==> config.mk <==
export PLATFORM = sky130hd
export DESIGN_NAME = seg7_mux_driver
export DESIGN_NICKNAME = d
export VERILOG_FILES = /design/src/rtl/seg7_pkg.sv /design/src/rtl/seg7_slot_timer.sv /design/src/rtl/seg7_mux_driver.sv
export SDC_FILE = /design/constraint.sdc
export NUM_CORES = 1
export LEC_CHECK = 0
export ABC_AREA = 1
export CAP_MARGIN = 20
export CORE_ASPECT_RATIO = 1.25
export CORE_UTILIZATION = 54
export DETAILED_ROUTE_END_ITERATION = 8
export PLACE_DENSITY = 0.79
export SYNTH_ARGS = -nofsm -noshare
export SYNTH_HDL_FRONTEND = slang
export SYNTH_HIERARCHICAL = 1
export SYNTH_SLANG_ARGS = --single-unit
==> constraint.sdc <==
create_clock -name clk -period 2.1 [get_ports clk]
set_input_delay 0.21 -clock clk [delete_from_list [all_inputs] [get_ports clk]]
set_output_delay 0.21 -clock clk [all_outputs]
set_load 0.1 [all_outputs]
==> src/rtl/seg7_pkg.sv <==
// rtl/seg7_pkg.sv - shared 7-segment encoding and pin polarity helpers
package seg7_pkg;

  // All segments off, active-high {a,b,c,d,e,f,g}
  localparam logic [6:0] SEG_BLANK = 7'b0000000;

  // Hex nibble to active-high {a..g}; seg[6]=a, seg[0]=g
  function automatic logic [6:0] hex_to_seg(input logic [3:0] nibble);
    logic [6:0] s;
    case (nibble)
      4'h0:    s = 7'b1111110;
      4'h1:    s = 7'b0110000;
      4'h2:    s = 7'b1101101;
      4'h3:    s = 7'b1111001;
      4'h4:    s = 7'b0110011;
      4'h5:    s = 7'b1011011;
      4'h6:    s = 7'b1011111;
      4'h7:    s = 7'b1110000;
      4'h8:    s = 7'b1111111;
      4'h9:    s = 7'b1111011;
      4'hA:    s = 7'b1110111;
      4'hB:    s = 7'b0011111;
      4'hC:    s = 7'b1001110;
      4'hD:    s = 7'b0111101;
      4'hE:    s = 7'b1001111;
      default: s = 7'b1000111;
    endcase
    return s;
  endfunction

  // Convert active-high logical bits to pin levels
  function automatic logic [7:0] apply_pol(input logic [7:0] bits, input logic active_low);
    return active_low ? ~bits : bits;
  endfunction

endpackage

==> src/rtl/seg7_slot_timer.sv <==
// rtl/seg7_slot_timer.sv - digit slot counter and scan index for the mux driver
module seg7_slot_timer #(
  parameter int NUM_DIGITS = 4,
  parameter int CLK_DIV    = 50000,
  parameter int IDX_W      = (NUM_DIGITS > 1) ? $clog2(NUM_DIGITS) : 1
) (
  input  logic             clk,
  input  logic             rst_n,
  output logic [IDX_W-1:0] idx,
  output logic             slot_start,
  output logic             frame_end
);

  localparam int CNT_W = $clog2(CLK_DIV);
  localparam logic [CNT_W-1:0] CNT_LAST = CNT_W'(CLK_DIV - 1);
  localparam logic [IDX_W-1:0] IDX_LAST = IDX_W'(NUM_DIGITS - 1);

  logic [CNT_W-1:0] cnt;
  logic             slot_last;

  assign slot_last = (cnt == CNT_LAST);

  // cnt wraps every CLK_DIV cycles; idx steps once per wrap and wraps after the last digit
  always_ff @(posedge clk) begin
    if (!rst_n) begin
      cnt <= '0;
      idx <= '0;
    end else if (slot_last) begin
      cnt <= '0;
      idx <= (idx == IDX_LAST) ? '0 : idx + 1'b1;
    end else begin
      cnt <= cnt + 1'b1;
    end
  end

  assign slot_start = (cnt == '0);
  assign frame_end  = slot_last && (idx == IDX_LAST);

endmodule

==> src/rtl/seg7_mux_driver.sv <==
// rtl/seg7_mux_driver.sv - time-multiplexed multi-digit 7-segment display driver
module seg7_mux_driver
  import seg7_pkg::*;
#(
  parameter int NUM_DIGITS     = 4,
  parameter int CLK_DIV        = 50000,
  parameter bit SEG_ACTIVE_LOW = 1'b0,
  parameter bit AN_ACTIVE_LOW  = 1'b1
) (
  input  logic                    clk,
  input  logic                    rst_n,
  input  logic                    enable,
  input  logic [4*NUM_DIGITS-1:0] value,
  input  logic [NUM_DIGITS-1:0]   dp_in,
  input  logic                    blank_lz,
  output logic [NUM_DIGITS-1:0]   an,
  output logic [6:0]              seg,
  output logic                    dp,
  output logic                    frame_tick
);

  localparam int IDX_W = (NUM_DIGITS > 1) ? $clog2(NUM_DIGITS) : 1;

  // Pin levels for a fully dark display
  localparam logic [NUM_DIGITS-1:0] AN_OFF    = NUM_DIGITS'(apply_pol(8'h00, AN_ACTIVE_LOW));
  localparam logic [7:0]            SEGDP_OFF = apply_pol({SEG_BLANK, 1'b0}, SEG_ACTIVE_LOW);

  logic [IDX_W-1:0]        idx;
  logic                    slot_start;
  logic                    frame_end;

  logic [4*NUM_DIGITS-1:0] snap_value;
  logic [NUM_DIGITS-1:0]   snap_dp;
  logic                    snap_blz;

  logic [NUM_DIGITS-1:0]   blank_mask;
  logic                    upper_zero;

  logic [3:0]              cur_nib;
  logic                    cur_dp;
  logic                    lit;
  logic [6:0]              seg_raw;
  logic                    dp_raw;
  logic [NUM_DIGITS-1:0]   an_raw;
  logic [7:0]              seg_dp_pol;
  logic [NUM_DIGITS-1:0]   an_next;

  seg7_slot_timer #(
    .NUM_DIGITS (NUM_DIGITS),
    .CLK_DIV    (CLK_DIV),
    .IDX_W      (IDX_W)
  ) u_timer (
    .clk        (clk),
    .rst_n      (rst_n),
    .idx        (idx),
    .slot_start (slot_start),
    .frame_end  (frame_end)
  );

  // Capture the inputs once per frame so a frame never mixes old and new digits
  always_ff @(posedge clk) begin
    if (!rst_n) begin
      snap_value <= '0;
      snap_dp    <= '0;
      snap_blz   <= 1'b0;
      frame_tick <= 1'b0;
    end else begin
      frame_tick <= frame_end;
      if (frame_end) begin
        snap_value <= value;
        snap_dp    <= dp_in;
        snap_blz   <= blank_lz;
      end
    end
  end

  // Walk from the most significant digit down; a digit blanks while everything above it is zero
  always_comb begin
    blank_mask = '0;
    upper_zero = 1'b1;
    for (int i = NUM_DIGITS - 1; i >= 0; i--) begin
      upper_zero    = upper_zero && (snap_value[4*i +: 4] == 4'h0);
      blank_mask[i] = snap_blz && (i != 0) && upper_zero && !snap_dp[i];
    end
  end

  // Next pin values: the first cycle of every slot is a dark guard against ghosting
  always_comb begin
    cur_nib = snap_value[{idx, 2'b00} +: 4];
    cur_dp  = snap_dp[idx];
    lit     = enable && !slot_start && !blank_mask[idx];
    seg_raw = SEG_BLANK;
    dp_raw  = 1'b0;
    an_raw  = '0;
    if (lit) begin
      seg_raw = hex_to_seg(cur_nib);
      dp_raw  = cur_dp;
      an_raw  = NUM_DIGITS'(1) << idx;
    end
    seg_dp_pol = apply_pol({seg_raw, dp_raw}, SEG_ACTIVE_LOW);
    an_next    = NUM_DIGITS'(apply_pol(8'(an_raw), AN_ACTIVE_LOW));
  end

  // Register every pin so the board sees glitch-free levels
  always_ff @(posedge clk) begin
    if (!rst_n) begin
      an  <= AN_OFF;
      seg <= SEGDP_OFF[7:1];
      dp  <= SEGDP_OFF[0];
    end else begin
      an  <= an_next;
      seg <= seg_dp_pol[7:1];
      dp  <= seg_dp_pol[0];
    end
  end

endmodule

==> key figures <==
Final layout
  • Inserted Diodes: 0
  • Share of post-route cells with drive strength above 1: 0.159
  • Area grow syn2layout: 19.2%
  • Non-Filler Instances: approximately 480
  • Final nets: approximately 450
  • Fillers: approximately 430

STA
  • Unrepaired setup endpoints after global routing: no
  • Setup violators final: 0
  • Slew at the pin closest to its max-slew limit: 0.368 ns
  • Final worst path period need: approximately 1.9 ns
  • Slew Limit Fails: 0
  • Final hold vios: 0
  • Setup TNS: 0 ns
  • Clock skew: 0.00429 ns
  • Max frequency: 0.528 GHz
  • Setup WS post-layout: between 0.2 and 0.25 ns
  • Period utilisation layout: 0.902
  • Slew HR: 0.753

Power and ir drop
  • PwrDens: a little under 600 mW/mm^2
  • Int Pwr: approximately 1400 uW
  • Leak Pwr: 0.00132 uW
  • Total power: around 1900 uW
  • Clk pwr share: 0.366
  • Sw frac: 0.237
  • Peak VDD IR: between 0.4 and 0.5 mV
  • Sequential Power Share: 0.541
  • NetSw: approximately 440 uW
  • Gate power share: 0.093

Worst setup path
  • RR Endpoint: snap_value[4]$_SDFFE_PN0P_
  • Critical Path Fanout Max: 29
  • CP endpoint: snap_value[4]$_SDFFE_PN0P_
  • R2r worst-path depth: 9
  • Critical Path Start Type: flip-flop
  • Req. time, crit path: around 2.3 ns
  • RR Startpoint: u_timer/cnt[0]$_SDFF_PP0_
  • Reg2Reg Setup Slack: 0.21 ns
  • Critical Path Source: u_timer/cnt[0]$_SDFF_PP0_
  • Worst Path Arrival: between 2 and 2.5 ns
  • Kind of end point of the critical path: flip-flop
  • Critical Setup Path Class: flip-flop to flip-flop

Yosys
  • Netlist cell types: 32
  • Main area contributors after synthesis: dfxtp_1, nand2_1, inv_1
  • Top cells by count, synth: nand2_1, dfxtp_1, inv_1
  • Seq/Total Area, Yosys: 0.391
  • Post-synth EDFFs: 0
  • Syn Area/Cell: approximately 7.2 sq um
  • Post-synthesis async set-or-reset flop share: 0
  • Syn Nets: 406
  • Cell count after synthesis: around 370
  • Yosys reg bits: 52
  • YS warnings: 6
  • Top-count cell post-synth: nand2_1
  • Area leader, netlist: dfxtp_1
  • Mapped cell area: around 0.0027 sq mm
  • Yosys top cell area share: 0.391
  • Main synth FF type: dfxtp_1

Clocking
  • CTS Root Cell: clkbuf_8
  • Setup bufs post-CTS: 0
  • TritonCTS clock tree: yes
  • CTS resizes: 0
  • CTS Buf Count: 5
  • CTS sink count: 52
  • CTS clk-pin slew, worst paths: 0.09 ns
  • Hold buffers post-CTS: 0
  • Clock Latency Late Sink: approximately 0.30 ns
  • CTS Buffer Depth: 2
  • CTS H-tree depth: 2

Placed design
  • PortBufs: 36
  • Pre-CTS setup slack: between 0.2 and 0.25 ns
  • Detailed placement HPWL: between 4000 and 5000 microns
  • GPL Wtd Cong: 0.910
  • Placed Cells: approximately 470

GRT
  • Antenna violations before repair: 0
  • First-pass GRT wire length: 9360 microns
  • Largest net degree at the start of global routing: 30
  • Vias in the first global route: roughly 2200
  • Total Routing Usage GR: 0.228
  • Total grt overflow: 0

Die
  • Die height: around 81 microns
  • Row cnt: 28
  • Core box area: roughly 0.0047 sq mm
  • Die area: 0.00522 sq mm
  • Die width: between 60 and 70 microns
  • I/O pin cnt: 37
  • Starting density of the core: 0.563

Detailed routing
  • Routed vias/inst: approximately 5.0
  • Via count: around 2400
  • Drt drc: 0
  • Avg WL per Cell: 11.4 microns
  • TritonRoute pass-1 iters: 5
  • WL final: between 5000 and 6000 microns
  • 1st-iter DRT viols: 170
  • Final ANT Viol Nets: 0

Outcome
  • Run status: finished, final reports clean

Worst hold path
  • Worst Hold Class: flip-flop to flip-flop

Flow run
  • Max_cap viols: 0
area by class of cell:
class                           count  area [sq um]  share of cell area
Tap cell                           60          75.1              0.0236
Sequential cell                    52          1040               0.329
Multi-Input combinational cell    262          1380               0.434
Inverter                           50           190              0.0599
Timing Repair Buffer               43           380               0.120
Clock buffer                        6          72.6              0.0229
Clock inverter                      2          35.0              0.0110
worst min path at each step:
stage	startpoint	to	cells past startpoint
6_report	snap_value[2]$_SDFFE_PN0P_	snap_value[2]$_SDFFE_PN0P_	2
5_1_grt	snap_value[2]$_SDFFE_PN0P_	snap_value[2]$_SDFFE_PN0P_	2
4_1_cts	snap_value[2]$_SDFFE_PN0P_	snap_value[2]$_SDFFE_PN0P_	2
3_5_place_dp	snap_value[2]$_SDFFE_PN0P_	snap_value[2]$_SDFFE_PN0P_	2
3_3_place_gp	snap_value[2]$_SDFFE_PN0P_	snap_value[2]$_SDFFE_PN0P_	2
2_1_floorplan	rst_n	u_timer/idx[0]$_SDFFE_PN0N_	2
power by group through the flow:
stage / combinational, uW / sequential [uW] / clock [uW]
detailed placement: 174 / 1030 / 0
CTS: 175 / 1010 / 686
floorplan: 45.9 / 1090 / 0
finish: 173 / 1010 / 681
global placement: 173 / 1030 / 0
global route: 185 / 1010 / 726
state kept, by name (all words and copies together), names as in the netlist:
register and flops:
u_timer/cnt 16, u_timer/idx 2, an 4, snap_dp 4, frame_tick 1, snap_blz 1, snap_value 16, seg 7
dp 1
critical path, stage by stage, from the launching register on:
cell and delay (ns):
dfxtp_1 0.40, ha_1 0.22, nand3_2 0.14, nor2_4 0.21, nand2_4 0.07, nor2_1 0.14, inv_1 0.08, buf_4 0.22
o21ai_0 0.22, a21oi_1 0.06
routing by layer:
| layer | part of all wire | wire length, microns | GRT usage |
|---|---|---|---|
| met5 | 0 | 0 | 0 |
| met4 | 0.0098 | 53 | 0.0689 |
| met3 | 0.038 | 208 | 0.0384 |
| met2 | 0.51 | 2780 | 0.421 |
| met1 | 0.44 | 2370 | 0.262 |
cells by family after synthesis:
group | after synthesis | synth area share
xor+xnor | 5 | 0.0164
compound gates | 62 | 0.120
simple gates | 185 | 0.334
flops | 52 | 0.391
buf+inv | 58 | 0.0920
fa+ha+maj | 10 | 0.0469
cells in the final DEF (no fill, tap or decap), types with 2 or more instances in the layout:
cell	netlist	layout
inv_1	47	47
clkdlybuf4s50_1	0	23
nand4_1	6	6
dfxtp_2	0	2
inv_2	2	2
nand2_2	10	10
buf_4	0	20
xor2_1	3	3
o22ai_1	3	3
o21ai_1	2	2
dfxtp_1	52	50
nor2_1	41	41
o21ai_0	26	26
nand2_1	76	76
xnor2_1	2	2
nor3_1	2	2
nand2_4	6	6
a21oi_1	29	29
nor2_4	4	4
nor2_2	11	11
clkbuf_8	0	5
ha_1	10	10
nand3_1	24	24
stage by stage:
| step | instance area [sq um] | utilization | hold slack, ns |
|---|---|---|---|
| after CTS | 3170 | 0.671 | 0.473 |
| after global placement | 3070 | 0.648 | 0.450 |
| after global routing | 3180 | 0.671 | 0.502 |
| final | 3180 | 0.671 | 0.472 |
| after detailed placement | 3070 | 0.648 | 0.461 |
| after floorplan | 2670 | - | 0.331 |
Power figures use the tool's default switching activity.
